## config.mk

```make
export PLATFORM = sky130hd
export DESIGN_NAME = seg_display
export DESIGN_NICKNAME = d
export VERILOG_FILES = /design/src/rtl/seg_display.sv
export SDC_FILE = /design/constraint.sdc
export NUM_CORES = 1
export LEC_CHECK = 0
export BUFFER_PORTS_ARGS = -buffer_cell sky130_fd_sc_hd__buf_4
export CORE_UTILIZATION = 54
export DETAILED_ROUTE_END_ITERATION = 16
export GPL_TIMING_DRIVEN = 0
export PLACE_DENSITY = 0.92
export SLEW_MARGIN = 5
export SYNTH_ARGS = -nofsm -noshare
export SYNTH_HDL_FRONTEND = slang
export SYNTH_SLANG_ARGS = --single-unit
```

## constraint.sdc

```tcl
create_clock -name i_clk -period 2.3 [get_ports i_clk]
set_input_delay 0.23 -clock i_clk [delete_from_list [all_inputs] [get_ports i_clk]]
set_output_delay 0.23 -clock i_clk [all_outputs]
set_load 0.01 [all_outputs]
```

## src/rtl/seg_display.sv

```systemverilog
// seg_display: registered hex-to-seven-segment driver with blanking, lamp test,
// PWM brightness gating and selectable common-anode/common-cathode polarity.
module seg_display #(
   parameter bit ACTIVE_LOW = 1'b0,
   parameter int PWM_BITS   = 4
) (
   input  logic                i_clk,
   input  logic                i_rst,
   input  logic [3:0]          i_data,
   input  logic                i_dp,
   input  logic                i_blank,
   input  logic                i_lamp_test,
   input  logic [PWM_BITS-1:0] i_bright,
   output logic [6:0]          o_seg,
   output logic                o_dp
);
   logic [PWM_BITS-1:0] cnt_q, cnt_d;
   logic [6:0]          seg_q, seg_d, dec, seg_l;
   logic                dp_q, dp_d, dp_l, en;
   always_comb begin
      case (i_data)
         4'h0: dec = 7'h3F;
         4'h1: dec = 7'h06;
         4'h2: dec = 7'h5B;
         4'h3: dec = 7'h4F;
         4'h4: dec = 7'h66;
         4'h5: dec = 7'h6D;
         4'h6: dec = 7'h7D;
         4'h7: dec = 7'h07;
         4'h8: dec = 7'h7F;
         4'h9: dec = 7'h6F;
         4'hA: dec = 7'h77;
         4'hB: dec = 7'h7C;
         4'hC: dec = 7'h39;
         4'hD: dec = 7'h5E;
         4'hE: dec = 7'h79;
         default: dec = 7'h71;
      endcase
      // all-ones brightness bypasses the counter so full-on is truly 100%
      en    = (&i_bright) | (cnt_q < i_bright);
      seg_l = (i_blank | ~en) ? 7'h00 : i_lamp_test ? 7'h7F : dec;
      dp_l  = (i_blank | ~en) ? 1'b0 : i_lamp_test ? 1'b1 : i_dp;
      seg_d = ACTIVE_LOW ? ~seg_l : seg_l;
      dp_d  = ACTIVE_LOW ? ~dp_l : dp_l;
      cnt_d = cnt_q + PWM_BITS'(1);
   end
   always_ff @(posedge i_clk) begin
      if (i_rst) begin
         cnt_q <= '0;
         seg_q <= {7{ACTIVE_LOW}};
         dp_q  <= ACTIVE_LOW;
      end else begin
         cnt_q <= cnt_d;
         seg_q <= seg_d;
         dp_q  <= dp_d;
      end
   end
   assign o_seg = seg_q;
   assign o_dp  = dp_q;
endmodule

```

==> flow_metrics.py <==
metrics = {
    "global_routing": {
        "global_route.overflow_total": 0,
        "grt_pass1_vias": 495,
        "grt_max_degree": 11,
        "antenna_found_initial": 0,
        "grtUsageTotal_pct": 20.6,
        "grt_pass1_wl_mm": 2.05,
    },
    "worst_hold_path": {
        "worstHoldPathType": "in2reg",
        "min-delay-start": "i_rst",
        "min_delay_path_depth": 2,
        "hold-path-endpoint": "cnt_q[0]",
    },
    "finish": {
        "final_layout_size_suffix_gt1_share_pct": 31.3,
        "antenna_cells_inserted": 0,
        "area.growth.synth_to_final_pct": 26.6,
        "n_fill_cell": 106,
        "multiInputGateArea_um2": 478,
        "layout.nets": 124,
        "seq_area_um2": 240,
        "finalCoreUtilization_pct": 74.2,
    },
    "synthesis": {
        "synth_top_flop_cell": "sky130_fd_sc_hd__dfxtp_1",
        "yosysTopAreaCell": "sky130_fd_sc_hd__dfxtp_1",
        "register_area_share_after_synthesis_pct": 31.1,
        "ys_seq_elements": 12,
        "post_synth_main_area_contributors": "sky130_fd_sc_hd__dfxtp_1, sky130_fd_sc_hd__ha_1, sky130_fd_sc_hd__a21oi_1",
        "async_reset_ff_share_pct": 0,
        "post_synth_inst_count": 75,
        "yosysUniqueCellTypes": 32,
        "mean_instance_size_in_the_synthesized_netlist_um2": 10.3,
        "syn_area_um2": 772,
        "synth_edf_count": 0,
        "yosys_warnings": 0,
        "number_of_nets_produced_by_synthesis": 99,
        "yosys.area.top_type_share_pct": 31.1,
    },
    "sta": {
        "final-setup-viol-count": 0,
        "final_hold_viol_count": 0,
        "layout_setup_ws_ns": 0.812,
        "clock-skew-final_ns": 0.00290,
        "timing_worst_slew_pin_value_ns": 0.350,
        "hold_slack_ns": 0.165,
        "timing_max_transition_violations_final": 0,
        "setup_total_negative_slack_ns": 0,
        "post-route-period-util_pct": 64.7,
        "grt_setup_unrepaired": "false",
        "slew-limit-headroom_pct": 76.7,
        "max_freq_mhz": 672,
        "finalCriticalPeriod_ns": 1.49,
    },
    "routing": {
        "routed_wire_length_mm": 1.34,
        "drt_drc_violations_left": 0,
        "detail_route.wl_per_cell_um": 11.8,
        "drt-vias-per-instance": 5.43,
        "initialDrtViolationCount": 13,
        "postRouteAntennaNets": 0,
        "vias": 619,
        "drt_pass1_iterations": 4,
    },
    "pwr": {
        "combinationalPowerShare_pct": 23.1,
        "power_report.internal_total_uw": 385,
        "power.net_switching_uw": 133,
        "pd_cells_nw_per_um2": 530,
        "power.clock.fraction_pct": 32.5,
        "leakagePower_uw": 0.000477,
        "swShare_pct": 25.7,
        "power.sequential.fraction_pct": 44.4,
        "total_power_of_the_final_layout_uw": 518,
        "vdd_ir_drop_max_mv": 0.346,
    },
    "critical_path": {
        "critPathArrivalTime_ns": 1.68,
        "cell_breakdown_of_the_critical_path": "ha_1, a2111oi_4, o21ai_2, a22oi_1",
        "r2r_depth": 4,
        "critPathMaxFanout": 8,
        "worst-endpoint-required_ns": 2.50,
        "critPathKind": "reg2reg",
        "max_stage_delay_ns": 0.37,
        "crit_end_element": "register",
        "cell_type_of_the_slowest_stage_on_the_worst_timing_path": "sky130_fd_sc_hd__a2111oi_4",
        "setup.reg_to_reg.worst_slack_ns": 0.81,
        "critical_path_launch_point_type": "register",
        "worstReg2RegStart": "cnt_q[3]",
        "reg2reg_to": "o_seg[4]",
    },
    "clock_network": {
        "clk_pin_slew_worst_paths_ns": 0.08,
        "max-clock-path-buffers": 2,
        "numClockSinks": 12,
        "cts_post_setup_buffers_inserted": 0,
        "clock_tree.root_cell": "sky130_fd_sc_hd__clkbuf_4",
        "h-tree-depth": 1,
        "hold_buffers_post_cts": 0,
        "cts_inserted_buffers": 3,
        "post_cts.resized_instances": 0,
        "tritoncts": "built",
        "worst_skew_pair.late_latency_ns": 0.27,
    },
    "floorplanning": {
        "core_area_um2": 1320,
        "floorplan.die_area_um2": 1580,
        "die_width_um": 39.8,
        "floorplan.initialDensity_pct": 58.6,
        "die_h_um": 39.8,
        "placement_rows": 13,
        "number_of_top_level_design_ports": 21,
    },
    "run": {
        "drv_cap": 0,
    },
    "placement": {
        "detailed_place_hpwl_mm": 1.09,
        "pre_cts_ws_ns": 0.763,
        "gpl.final_weighted_congestion": 0.769,
        "count_of_buffers_from_port_buffering": 20,
    },
    "run_status": {
        "outcome": "finished, final reports clean",
    },
}
## worst max path at each step
stage / endpoint / slack, ns / from
3_3_place_gp: o_seg[6] / 0.81 / i_bright[3]
3_5_place_dp: o_seg[4] / 0.76 / i_bright[3]
5_1_grt: o_seg[4] / 0.77 / cnt_q[3]
4_1_cts: o_seg[4] / 0.80 / cnt_q[3]
6_report: o_seg[4] / 0.81 / cnt_q[3]
2_1_floorplan: o_seg[6] / 0.92 / cnt_q[3]
## placed cells by master, fill, tap and decap left out, types with 2 or more instances in the layout
cell and count:
sky130_fd_sc_hd__a21oi_1 7, sky130_fd_sc_hd__a22oi_1 3, sky130_fd_sc_hd__buf_4 20, sky130_fd_sc_hd__buf_6 2, sky130_fd_sc_hd__clkbuf_4 3, sky130_fd_sc_hd__dfxtp_1 12, sky130_fd_sc_hd__ha_1 11, sky130_fd_sc_hd__inv_1 7
sky130_fd_sc_hd__mux2i_1 3, sky130_fd_sc_hd__nand2b_1 2, sky130_fd_sc_hd__nor2_1 4, sky130_fd_sc_hd__nor3_1 2
## critical path, delay by kind of cell, from the launching register on
| family | cells | cell delay (ns) |
|---|---|---|
| flip-flops | 1 | 0.33 |
| AO/OA/AOI/OAI | 3 | 0.76 |
| adder cells (fa/ha/maj) | 1 | 0.33 |
## state kept, by name, summed over array words and instances, names as in the netlist
| name | flops |
|---|---|
| cnt_q | 4 |
| o_seg | 7 |
| o_dp | 1 |
## cells by family after synthesis
kind of cell             share of synthesized area (%)
AO/OA/AOI/OAI                                     19.1
XOR/XNOR                                          2.27
adder cells (fa/ha/maj)                           17.8
buffers and inverters                             6.97
flip-flops                                        31.1
multiplexers                                      10.2
AND/OR/NAND/NOR                                   12.5
## layer usage
| layer | share of wire (%) | vias up | track usage (%) |
|---|---|---|---|
| met5 | 0 | - | 0 |
| met4 | 1.9 | 0 | 12.9 |
| met3 | 3.9 | 4 | 6.82 |
| met2 | 50 | 18 | 34.8 |
| met1 | 44 | 278 | 21.4 |
| li1 | - | 319 | - |
## power groups by stage
stage                     Sequential (uW)  Clock [uW]  Combinational [uW]
after floorplan                       240           0                62.7
after global placement                235           0                 116
after detailed placement              235           0                 120
after CTS                             230         172                 120
after global routing                  232         178                 132
final                                 230         168                 119
## layout make-up
class                      count  area share (%)
timing repair buffer          20            15.4
multi-input combinational     53            48.9
tap                           15            1.92
buffer                         3            2.82
inverter                       7            2.69
sequential                    12            24.6
clock buffer                   4            3.71
## per-stage QoR
| stage | instance area, um2 | std cells |
|---|---|---|
| after detailed placement | 941 | 110 |
| after CTS | 977 | 114 |
| after floorplan | 772 | 75 |
| after global placement | 941 | 110 |
| final | 977 | 114 |
| after global routing | 977 | 114 |
## Yosys cell counts, types with 2 or more instances
cell,instances
sky130_fd_sc_hd__a21oi_1,7
sky130_fd_sc_hd__a22oi_1,3
sky130_fd_sc_hd__buf_6,2
sky130_fd_sc_hd__dfxtp_1,12
sky130_fd_sc_hd__ha_1,11
sky130_fd_sc_hd__inv_1,7
sky130_fd_sc_hd__mux2i_1,3
sky130_fd_sc_hd__nand2b_1,2
sky130_fd_sc_hd__nor2_1,4
sky130_fd_sc_hd__nor3_1,2
Note: power is estimated with default switching activity, not from simulation.
